==> src/rtl/kanagawa_ram_read_streamer.sv <==
// Streams a (start address, count) command out of a fixed-latency RAM read port onto a
// ready/valid output, using a credit-managed return FIFO to absorb backpressure.
module kanagawa_ram_read_streamer #(
    parameter int DATA_WIDTH   = 32,
    parameter int ADDR_WIDTH   = 10,
    parameter int READ_LATENCY = 2,
    parameter int FIFO_DEPTH   = 4
) (
    input  logic                  clk,
    input  logic                  rst,
    input  logic                  cmd_valid,
    output logic                  cmd_ready,
    input  logic [ADDR_WIDTH-1:0] cmd_addr,
    input  logic [ADDR_WIDTH:0]   cmd_count,
    output logic [ADDR_WIDTH-1:0] ram_readaddr_out,
    input  logic [DATA_WIDTH-1:0] ram_data_in,
    output logic                  out_valid,
    input  logic                  out_ready,
    output logic [DATA_WIDTH-1:0] out_data,
    output logic                  out_last,
    output logic                  busy
);
    // state | meaning
    // IDLE  | cmd_ready high, waiting for a command
    // ISSUE | one RAM read per cycle while return credit is available
    // DRAIN | all reads issued, waiting for the last-tagged word to be popped

    localparam int PW  = (FIFO_DEPTH > 1) ? $clog2(FIFO_DEPTH) : 1;
    localparam int FCW = $clog2(FIFO_DEPTH + 1);
    localparam int IFW = $clog2(READ_LATENCY + 1);
    localparam int SW  = $clog2(FIFO_DEPTH + READ_LATENCY + 2);
    localparam logic [ADDR_WIDTH:0] REM_ONE = 1;

    typedef enum logic [1:0] {IDLE, ISSUE, DRAIN} state_t;

    state_t                  state;
    logic [ADDR_WIDTH-1:0]   addr;
    logic [ADDR_WIDTH:0]     remaining;
    logic [READ_LATENCY-1:0] tag_valid;
    logic [READ_LATENCY-1:0] tag_last;
    logic [IFW-1:0]          in_flight;
    logic [DATA_WIDTH:0]     fifo_mem [FIFO_DEPTH];
    logic [PW-1:0]           rd_ptr;
    logic [PW-1:0]           wr_ptr;
    logic [FCW-1:0]          fifo_count;
    logic                    accept;
    logic                    issue;
    logic                    push;
    logic                    pop;
    logic                    credit;
    logic                    head_last;

    function automatic logic [PW-1:0] ptr_inc(input logic [PW-1:0] p);
        return (p == PW'(FIFO_DEPTH - 1)) ? '0 : p + PW'(1);
    endfunction

    always_comb begin
        in_flight = '0;
        for (int i = 0; i < READ_LATENCY; i++) begin
            in_flight = in_flight + IFW'(tag_valid[i]);
        end
    end

    assign accept    = cmd_valid && cmd_ready;
    assign out_valid = (fifo_count != '0);
    assign pop       = out_valid && out_ready;
    assign push      = tag_valid[READ_LATENCY-1];
    // A pop in the same cycle frees a slot, which keeps throughput at one word per cycle.
    assign credit    = (SW'(in_flight) + SW'(fifo_count)) < (SW'(FIFO_DEPTH) + SW'(pop));
    assign issue     = (state == ISSUE) && credit;

    assign ram_readaddr_out = addr;
    assign head_last        = fifo_mem[rd_ptr][DATA_WIDTH];
    assign out_data         = fifo_mem[rd_ptr][DATA_WIDTH-1:0];
    assign out_last         = out_valid && head_last;
    assign busy             = (state != IDLE) || (in_flight != '0) || out_valid;

    always_ff @(posedge clk) begin
        if (rst) begin
            state     <= IDLE;
            cmd_ready <= 1'b0;
            addr      <= '0;
            remaining <= '0;
            tag_valid <= '0;
            tag_last  <= '0;
        end else begin
            tag_valid[0] <= issue;
            tag_last[0]  <= issue && (remaining == REM_ONE);
            for (int i = 1; i < READ_LATENCY; i++) begin
                tag_valid[i] <= tag_valid[i-1];
                tag_last[i]  <= tag_last[i-1];
            end
            case (state)
                IDLE: begin
                    cmd_ready <= 1'b1;
                    if (accept) begin
                        addr      <= cmd_addr;
                        remaining <= cmd_count;
                        if (cmd_count != '0) begin
                            state     <= ISSUE;
                            cmd_ready <= 1'b0;
                        end
                    end
                end
                ISSUE: begin
                    if (issue) begin
                        addr      <= addr + ADDR_WIDTH'(1);
                        remaining <= remaining - REM_ONE;
                        if (remaining == REM_ONE) state <= DRAIN;
                    end
                end
                DRAIN: begin
                    if (pop && head_last) begin
                        state     <= IDLE;
                        cmd_ready <= 1'b1;
                    end
                end
                default: state <= IDLE;
            endcase
        end
    end

    always_ff @(posedge clk) begin
        if (push) fifo_mem[wr_ptr] <= {tag_last[READ_LATENCY-1], ram_data_in};
    end

    always_ff @(posedge clk) begin
        if (rst) begin
            rd_ptr     <= '0;
            wr_ptr     <= '0;
            fifo_count <= '0;
        end else begin
            if (push) wr_ptr <= ptr_inc(wr_ptr);
            if (pop)  rd_ptr <= ptr_inc(rd_ptr);
            case ({push, pop})
                2'b10:   fifo_count <= fifo_count + FCW'(1);
                2'b01:   fifo_count <= fifo_count - FCW'(1);
                default: fifo_count <= fifo_count;
            endcase
        end
    end
endmodule
==> config.mk <==
export PLATFORM = sky130hd
export DESIGN_NAME = kanagawa_ram_read_streamer
export DESIGN_NICKNAME = d
export VERILOG_FILES = /design/src/rtl/kanagawa_ram_read_streamer.sv
export SDC_FILE = /design/constraint.sdc
export NUM_CORES = 1
export LEC_CHECK = 0
export CAP_MARGIN = 10
export CORE_MARGIN = 3
export CORE_UTILIZATION = 53
export DETAILED_ROUTE_END_ITERATION = 16
export HOLD_SLACK_MARGIN = 0.15
export PLACE_DENSITY = 0.82
export SKIP_LAST_GASP = 1
export SLEW_MARGIN = 20
export SYNTH_ARGS = -nofsm -noshare
export SYNTH_HDL_FRONTEND = slang
export SYNTH_SLANG_ARGS = --single-unit
==> constraint.sdc <==
create_clock -name clk -period 6.84 [get_ports clk]
set_clock_uncertainty 0.05 [all_clocks]
set_input_delay 2.052 -clock clk [delete_from_list [all_inputs] [get_ports clk]]
set_output_delay 2.052 -clock clk [all_outputs]
set_load 0.05 [all_outputs]
==> impl_results.md, run 1 <==
- Yosys warns: 0
- Largest net degree at the start of global routing: 36
- Layout cells sized above 1: 0.1486
- DRC viols: 0
- Relative max-transition margin: 0.3948
- Min-Delay Path Class: reg2reg
- I/O Pins: between 100 and 150
- TritonCTS Buffers: 17
- Post-layout nets: 610
- Core area: between 10000 and 15000 um2
- Critical path capture point type: output pin
- Per-cell routed wire length: just over 20 um
- Gr usage total: 0.2155
- IO buf count: a little over 100
- # Post-CTS Setup Buffers: 0
- Avg Inst Size Synth: 15.86 um2
- Synth top area share: 0.5680
- Xor/xnor share of the synthesized area: 0.003765
- Routed vias: ~4400
- PostCTS Resize Cnt: 0
- Leading area contributor after synthesis: edfxtp_1
- Clock sink count: 169
- Max Fclk: ~200 MHz
- Final HPWL DP: between 9 and 10 mm
- Final Cell Area: around 8700 um2
- CP max FO: 17
- Die ar.: 14580 um2
- CP Launch Type: register
- Leak: 2.807 nW
- Kind of critical path: reg2out
- Initial antenna violation count: 0
- Register area share after synthesis: 0.6742
- Inserted Diodes: 0
- Critical Path AT: 2.89 ns
- Post-Layout Cell Count: between 700 and 800
- Drt total wl: 14.86 mm
- H-Tree Depth: 4
- Vias in the first global route: ~4500
- Status: finished, final reports clean
- Synth area leaders: edfxtp_1 57%, mux4_2 11%, dfxtp_1 11%
- Placed cells: 692
- Initial Utilization: 0.5485
- Final Hold Fails: 0
- Mux contribution to synthesized area: 0.1094
- Total power: around 2.4 mW
- Syn Std Cell Area: 6978 um2
- Synth Area in Adders: 0.02725
- Power density over the cells: between 200 and 300 nW/um2
- Syn Nets: about 510
- #FFs+latches synth: around 170
- Longest Clk Path Bufs: 2
- Leading cell type in the layout, fill and taps excluded: edfxtp_1
- Vias per cell: 6.115
- Min Tclk post-route: around 5 ns
- Clk_lat worst skew: between 0.4 and 0.5 ns
- Largest family of logic cells by synthesized area: multiplexers
- Initial drt markers: ~450
- Number of distinct library cells after synthesis: between 50 and 60
- CTS tree: built
- Cell row count: 41
- Hold WS: between 0.3 and 0.4 ns
- Max-Cap Viols: 0
- Slew Limit Fails: 0
- VDD IR-drop max: roughly 0.00018 V
- Placed cell areas: 8139 um2
- Top FF cell, synth: edfxtp_1
- Layout fillers: between 800 and 900
- Clk pin slew, worst setup/hold paths: 0.06 ns
- Clk root buf: clkbuf_16
- Mapped Cells: 440
- Synth Area in Compound Gates: 0.09593
- Period utilisation layout: 0.7302
- Worst-Margin Slew: ~0.91 ns
- First-pass GRT wire length: 23.95 mm
- Synth Area in Simple Gates: 0.06365
- Final Setup Violations: 0
- Area delta synth->final: 24.82%
- Most frequent cells in the layout: 132 x edfxtp_1, 102 x clkdlybuf4s50_1, 35 x dfxtp_1
- Routability cong.: 0.8986
- Setup TNS Final: 0 ns
- DR pass1 iterations: 7
- Post-synth EDFFs: roughly 130
- Chip height: 120.7 um
- Antenna-violating nets left: 0
- Worst endpoint required time: 4.74 ns
- Ys async rst share: 0
- Total grt overflow: 0
- Die X: between 100 and 150 um
- RSZ-0062 raised after global routing: false
- CTS Hold Bufs: 0
==> sequential cells by signal (all words and copies together), names as in the netlist, named ones only <==
signal            count
fifo_count            3
rd_ptr                2
tag_last              2
cmd_ready             1
wr_ptr                2
tag_valid             2
ram_readaddr_out     10
state                 2
fifo_mem            132
remaining            11
==> kinds of logic (layout without fill, tap and decap cells) <==
group	Yosys count	after routing
fa+ha+maj	14	14
xor+xnor	3	3
flops	169	169
mux	35	35
compound gates	91	91
buf+inv	45	157
simple gates	83	83
==> synthesized netlist by cell type, types with 3 or more instances <==
cell and count:
dfxtp_1 37, buf_2 9, o21ai_0 11, o41ai_1 3
a221oi_1 4, inv_1 20, clkbuf_1 16, o31a_1 3
nand2_1 22, o211ai_1 3, o22ai_1 4, nand4_1 3
nor3_1 5, nor4_1 5, nor2_1 12, a31oi_1 11
nand2b_1 4, ha_1 12, nand3_1 7, a21oi_1 15
or3_1 4, o21a_1 3, mux4_2 33, a211oi_1 6
a311oi_1 5, and2_1 8, o32ai_1 5, edfxtp_1 132
==> stage by stage <==
| step | worst slack [ns] | utilization |
|---|---|---|
| finish | 1.845 | 0.6846 |
| global route | 1.639 | 0.6846 |
| CTS | 1.757 | 0.6844 |
| detailed placement | 2.212 | 0.6398 |
| global placement | 2.246 | 0.6398 |
| floorplan | 3.109 | - |
==> power breakdown <==
part           internal, mW  total [mW]  switching (mW)
Clock                 0.507       0.906           0.399
Combinational         0.134       0.324           0.190
Sequential             1.13        1.16          0.0285
Total                  1.77        2.39           0.617
==> layout make-up <==
type | count | area [um2] | share of cell area
timing repair buffer | 105 | 1044 | 0.1198
multi-input combinational | 226 | 2101 | 0.2412
clock buffer | 17 | 425.4 | 0.04884
sequential | 169 | 4707 | 0.5404
clock inverter | 15 | 142.6 | 0.01638
inverter | 20 | 75.07 | 0.008619
tap | 172 | 215.2 | 0.02471
==> metal layers <==
metal  GRT usage  share of wire  up-vias
li1            -              -     1968
met1      0.2798           0.40     2190
met2      0.3496           0.50      233
met3     0.04958          0.082       36
met4     0.09632          0.022        0
met5           0              0        -
==> worst max-delay path, stage by stage (launching register included) <==
cell             delay [ns]
dfxtp_2                0.72
buf_4                  0.43
mux4_2                 0.58
clkdlybuf4s50_1        0.73
==> final timing paths <==
kind | startpoint | end | slack [ns] | cells after the start
setup / recovery | register | out_data[30] | 1.85 | 3
hold / removal | tag_last[0] | tag_last[1] | 0.39 | 1
setup reg to reg | tag_valid[1] | ram_readaddr_out[8] | 3.77 | 9
hold reg to reg | tag_last[0] | tag_last[1] | 0.39 | 1
(Power assumes the default switching activity.)
==> run 2: changes to the inputs <==
==> constraint.sdc (replaced) <==
create_clock -name clk -period 4.9 [get_ports clk]
set_clock_uncertainty 0.05 [all_clocks]
set_input_delay 1.47 -clock clk [delete_from_list [all_inputs] [get_ports clk]]
set_output_delay 1.47 -clock clk [all_outputs]
set_load 0.05 [all_outputs]
==> run 2 against run 1 <==
Compared with the run above: utilization increased by 0.28 points; worst setup slack got worse by 1.2 ns; global-route usage increased by 0.46 points.
==> impl_results.md, run 2 (synthesis results as in run 1) <==
- TritonCTS Buffers: 17 (unchanged)
- Placed cells: 693 (+0.14%)
- Largest net degree at the start of global routing: 36 (unchanged)
- I/O Pins: 103 (unchanged)
- Leading cell type in the layout, fill and taps excluded: edfxtp_1
- Total power: 3.383 mW (+42%)
- CP Cell Sequence: buf_12, mux4_2, clkdlybuf4s50_1
- Hold Path End: tag_last[1]
- Min-Delay Path Class: reg2reg
- CTS tree: built
- Longest Clk Path Bufs: 2 (unchanged)
- Critical Path AT: 2.70 ns (-0.19 ns)
- Core area: 12720 um2 (unchanged)
- Final HPWL DP: 9.369 mm (+1.4%)
- Most frequent cells in the layout: 132 x edfxtp_1, 102 x clkdlybuf4s50_1, 35 x dfxtp_1
- Chip height: 120.7 um (unchanged)
- CP max FO: 18 (+1)
- Routability cong.: 0.8945 (-0.46%)
- Worst endpoint required time: 3.38 ns (-1.36 ns)
- Total grt overflow: 0 (unchanged)
- Max Fclk: approximately 240 MHz
- Largest Register: fifo_mem
- Worst-Margin Slew: 0.9376 ns (+0.03257 ns)
- IO buf count: 102 (unchanged)
- Crit-path slowest cell: clkdlybuf4s50_1
- Slew Limit Fails: 0 (unchanged)
- Final Hold Fails: 0 (unchanged)
- Max incr delay on CP: 0.72 ns (about the same)
- Drt total wl: 15.20 mm (+2.3%)
- VDD IR-drop max: 0.0002852 V (+59%)
- Die ar.: 14580 um2 (unchanged)
- R2R cell count: 9 (unchanged)
- Kind of critical path: reg2out
- Post-layout nets: 611 (+0.16%)
- Max-Cap Viols: 0 (unchanged)
- First-pass GRT wire length: 24.29 mm (+1.4%)
- Vias in the first global route: 4401 (-2.8%)
- Power density over the cells: 386.8 nW/um2 (+41%)
- Die X: 120.7 um (unchanged)
- Initial antenna violation count: 0 (unchanged)
- Clk root buf: clkbuf_16
- Clk pin slew, worst setup/hold paths: 0.06 ns (about the same)
- DRC viols: 0 (unchanged)
- Critical path capture point type: output pin
- DR pass1 iterations: 5 (-2)
- # Post-CTS Setup Buffers: 0 (unchanged)
- Register-to-register setup slack: 1.81 ns (-1.96 ns)
- Min Tclk post-route: between 4 and 5 ns
- Leak: 2.816 nW (+0.31%)
- RSZ-0062 raised after global routing: false
- Post-Layout Cell Count: 724 (unchanged)
- Layout cells sized above 1: 0.1431 (-0.005435)
- H-Tree Depth: 4 (unchanged)
- Inserted Diodes: 0 (unchanged)
- Setup TNS Final: 0 ns (unchanged)
- Area delta synth->final: 25.32%
- Vias per cell: 6.043 (-1.2%)
- Clk_lat worst skew: 0.43 ns (about the same)
- Initial drt markers: 361 (-19%)
- Per-cell routed wire length: 21.00 um (+2.3%)
- FF-to-FF Start: tag_valid[1]
- Initial Utilization: 0.5485 (unchanged)
- Status: finished, final reports clean
- Period utilisation layout: 0.8617
- Relative max-transition margin: 0.3731 (-0.02177)
- Routed vias: 4375 (-1.2%)
- Reg2Reg Capture Point: remaining[0]
- Cell row count: 41 (unchanged)
- Cell depth of the worst hold path: 1 (unchanged)
- Gr usage total: 0.2201 (+0.004585)
- CP Launch Type: register
- Number of flip-flops in the largest register: 132 (unchanged)
- PostCTS Resize Cnt: 0 (unchanged)
- CTS Hold Bufs: 0 (unchanged)
- Antenna-violating nets left: 0 (unchanged)
- Clock sink count: 169 (unchanged)
- Hold Crit Start: tag_last[0]
- Final Setup Violations: 0 (unchanged)
-- run 2: cell types whose count changed in the layout (fill, tap and decap cells not counted), sizes merged --
cell      previous run  this run
buf                  3         4
bufinv               1         3
clkbuf              17        19
clkinv               6         4
clkinvlp             3         4
inv                 25        21
-- run 2: stage by stage --
stage | setup slack (ns) | util | cell area, um2 | hold WS [ns]
CTS | 0.5750 | 0.6872 | 8742 | 0.4039
global placement | 1.126 | 0.6413 | 8159 | 0.3731
detailed placement | 1.102 | 0.6413 | 8159 | 0.3777
global route | 0.5149 | 0.6874 | 8745 | 0.4163
floorplan | 1.751 | - | 6978 | 0.3638
finish | 0.6775 | 0.6874 | 8745 | 0.4014
-- run 2: area by class of cell --
type / count / area, um2
Tap cell: 172 / 215.2
Timing Repair Buffer: 106 / 1064
Clock inverter: 12 / 150.1
Sequential cell: 169 / 4707
Fill cell: 847 / 3978
Multi-Input combinational cell: 226 / 2101
Clock buffer: 19 / 432.9
Inverter: 20 / 75.07
-- run 2: how the worst max path moves through the flow --
stage	end	slack, ns	cells past startpoint
final	out_data[27]	0.68	3
after global routing	out_data[27]	0.51	3
after CTS	out_data[27]	0.57	3
after detailed placement	out_data[27]	1.10	3
after global placement	out_data[27]	1.13	3
after floorplan	busy	1.75	2
-- run 2: power breakdown --
part           total (mW)  internal (mW)  switching (mW)
Clock                1.31          0.795           0.516
Sequential           1.61           1.57          0.0394
Combinational       0.457          0.189           0.268
Total                3.38           2.56           0.823
-- run 2: critical path, delay by kind of cell (launching register included) --
kind,cells,cell delay [ns]
buffers and inverters,2,0.99
DFF,1,0.71
muxes,1,0.57
-- run 2: metal layers --
metal / GRT usage / wire length (um)
met1: 0.2939 / 6101
met2: 0.3535 / 7701
met3: 0.06174 / 1117
met4: 0.07153 / 282
met5: 0 / 0
==> run 3: changes to the inputs <==
--- a/config.mk
+++ b/config.mk
@@ -7,10 +7,10 @@
 export LEC_CHECK = 0
 export CAP_MARGIN = 10
 export CORE_MARGIN = 3
-export CORE_UTILIZATION = 53
+export CORE_UTILIZATION = 49
 export DETAILED_ROUTE_END_ITERATION = 16
 export HOLD_SLACK_MARGIN = 0.15
-export PLACE_DENSITY = 0.82
+export PLACE_DENSITY = 0.8
 export SKIP_LAST_GASP = 1
 export SLEW_MARGIN = 20
 export SYNTH_ARGS = -nofsm -noshare
==> constraint.sdc (replaced) <==
create_clock -name clk -period 3.45 [get_ports clk]
set_clock_uncertainty 0.05 [all_clocks]
set_input_delay 1.035 -clock clk [delete_from_list [all_inputs] [get_ports clk]]
set_output_delay 1.035 -clock clk [all_outputs]
set_load 0.05 [all_outputs]
==> run 3 against run 2 <==
Compared with the run above: first-iteration DRC count grew 14%; flip-flop and latch count is the same; wire length shrank 3.8%; die area grew 7.8%; critical path depth is the same; largest cell class unchanged; clock power grew 38%; critical path type unchanged; final area grew 0.86%; utilization shrank 3.7 points; worst setup slack lost 0.37 ns.
==> impl_results.md, run 3 (synthesis results as in run 1) <==
- Kind of critical path: reg2out
- Final HPWL DP: 9.360 mm (-0.10%)
- Clk_lat worst skew: 0.42 ns (about the same)
- Post-Layout Cell Count: 736 (+1.7%)
- Max Fclk: between 300 and 400 MHz
- Die ar.: 15710 um2 (+7.8%)
- Clk pin slew, worst setup/hold paths: 0.06 ns (about the same)
- R2R cell count: 10 (+1)
- Leading cell type in the layout, fill and taps excluded: edfxtp_1
- Longest Clk Path Bufs: 2 (unchanged)
- Relative max-transition margin: 0.3978 (+0.02470)
- CP Cell Sequence: buf_12, mux4_2, dlygate4sd2_1
- Gr usage total: 0.1916 (-0.02847)
- Crit-path slowest cell: mux4_2
- First-pass GRT wire length: 23.61 mm (-2.8%)
- Area delta synth->final: 26.39%
- Reg power frac: 0.481 (+0.004)
- Initial antenna violation count: 1 (+1)
- Routed vias: 4368 (-0.16%)
- Worst endpoint required time: 2.36 ns (-1.02 ns)
- Final Hold Fails: 0 (unchanged)
- Max-Cap Viols: 0 (unchanged)
- Initial drt markers: 410 (+14%)
- Routability cong.: 0.8795 (-1.7%)
- Layout cells sized above 1: 0.1714 (+0.02831)
- Hold WS: 0.3989 ns (-0.002481 ns)
- Core area: 13560 um2 (+6.6%)
- Drt total wl: 14.62 mm (-3.8%)
- Chip height: 125.3 um (+3.8%)
- DRC viols: 0 (unchanged)
- CTS Hold Bufs: 0 (unchanged)
- Leak: 3.051 nW (+8.4%)
- Cell row count: 42 (+2.4%)
- Util after Layout: 0.6505 (-0.03683)
- TritonCTS Buffers: 17 (unchanged)
- Largest Register: fifo_mem
- Cell depth of the worst hold path: 1 (unchanged)
- Register-to-register setup slack: 0.51 ns (-1.30 ns)
- Vias per cell: 5.935 (-1.8%)
- Max incr delay on CP: 0.56 ns (-0.16 ns)
- Inserted Diodes: 0 (unchanged)
- Largest net degree at the start of global routing: 35 (-2.8%)
- Worst path depth: 3 (unchanged)
- # Post-CTS Setup Buffers: 0 (unchanged)
- Initial Utilization: 0.5147 (-0.03381)
- CP max FO: 33 (+15)
- Comb pwr share: 0.138 (+0.003)
- Final Setup Violations: 0 (unchanged)
- Post-layout nets: 618 (+1.1%)
- CTS tree: built
- Internal power component: 3.513 mW (+37%)
- Clk root buf: clkbuf_16
- Crit-path leading delay family: buffers and inverters
- Status: finished, final reports clean
- CP Launch Type: register
- VDD IR-drop max: 0.0003585 V (+26%)
- Clock Power Share: 0.381 (-0.007)
- Worst-Margin Slew: 0.9033 ns (-0.03428 ns)
- Layout fillers: 961 (+13%)
- RSZ-0062 raised after global routing: false
- Die X: 125.3 um (+3.8%)
- Psw: 1.232 mW (+50%)
- I/O Pins: 103 (unchanged)
- Total grt overflow: 0 (unchanged)
- DR pass1 iterations: 5 (unchanged)
- Critical Path AT: 2.05 ns (-0.65 ns)
- Critical path capture point type: output pin
- Antenna-violating nets left: 0 (unchanged)
- H-Tree Depth: 4 (unchanged)
- Power density over the cells: 538.0 nW/um2 (+39%)
- Sw Share: 0.2597 (+0.01636)
- Number of flip-flops in the largest register: 132 (unchanged)
- Crit path buffers/inverters: 2 (unchanged)
- Setup TNS Final: 0 ns (unchanged)
- Vias in the first global route: 4434 (+0.75%)
- Most frequent cells in the layout: 132 x edfxtp_1, 68 x clkdlybuf4s50_1, 35 x dfxtp_1
- Period utilisation layout: 0.9100
- Min-Delay Path Class: reg2reg
- Clock sink count: 169 (unchanged)
- IO buf count: 102 (unchanged)
- Per-cell routed wire length: 19.87 um (-5.4%)
- Slew Limit Fails: 0 (unchanged)
- Placed cells: 704 (+1.6%)
- Min Tclk post-route: 3.139 ns
[run 3: final timing paths]
kind	startpoint	to
max reg2reg	tag_valid[1]	remaining[9]
max	register	out_data[15]
min reg2reg	tag_last[0]	tag_last[1]
min	tag_last[0]	tag_last[1]
[run 3: what timing repair did]
item | in CTS | in global routing
setup endpoints to repair | 6 | 20
cloned | 0 | 0
gates resized for setup | 6 | 20
[run 3: per-stage QoR]
step	worst slack, ns	power [mW]	instance area, um2
final	0.3106	4.745	8820
after floorplan	0.7361	2.739	6978
after CTS	0.002946	4.781	8770
after detailed placement	0.3251	2.980	8209
after global routing	0.1708	4.927	8820
after global placement	0.3914	2.966	8209
[run 3: cell type report]
type | count | area, um2 | area share
clock buffers | 17 | 425.4 | 0.04823
clock inverters | 15 | 142.6 | 0.01617
inverters | 20 | 75.07 | 0.008512
multi-input cells | 226 | 2098 | 0.2379
flip-flops and latches | 169 | 4707 | 0.5337
well taps | 176 | 220.2 | 0.02497
repair buffers | 113 | 1151 | 0.1305
[run 3: power groups by stage]
stage               Combinational [mW]  Clock, mW  Sequential [mW]
global route                     0.705       1.94             2.29
global placement                 0.646          0             2.32
finish                           0.657       1.81             2.28
floorplan                        0.380          0             2.36
detailed placement               0.657          0             2.32
CTS                              0.659       1.84             2.28
[run 3: routing by layer]
layer	up-vias	track usage	part of all wire
li1	1995	-	-
met1	2177	0.2627	0.44
met3	14	0.05885	0.067
met2	180	0.3009	0.49
met4	2	0.05357	0.0085
met5	-	0	0.00089
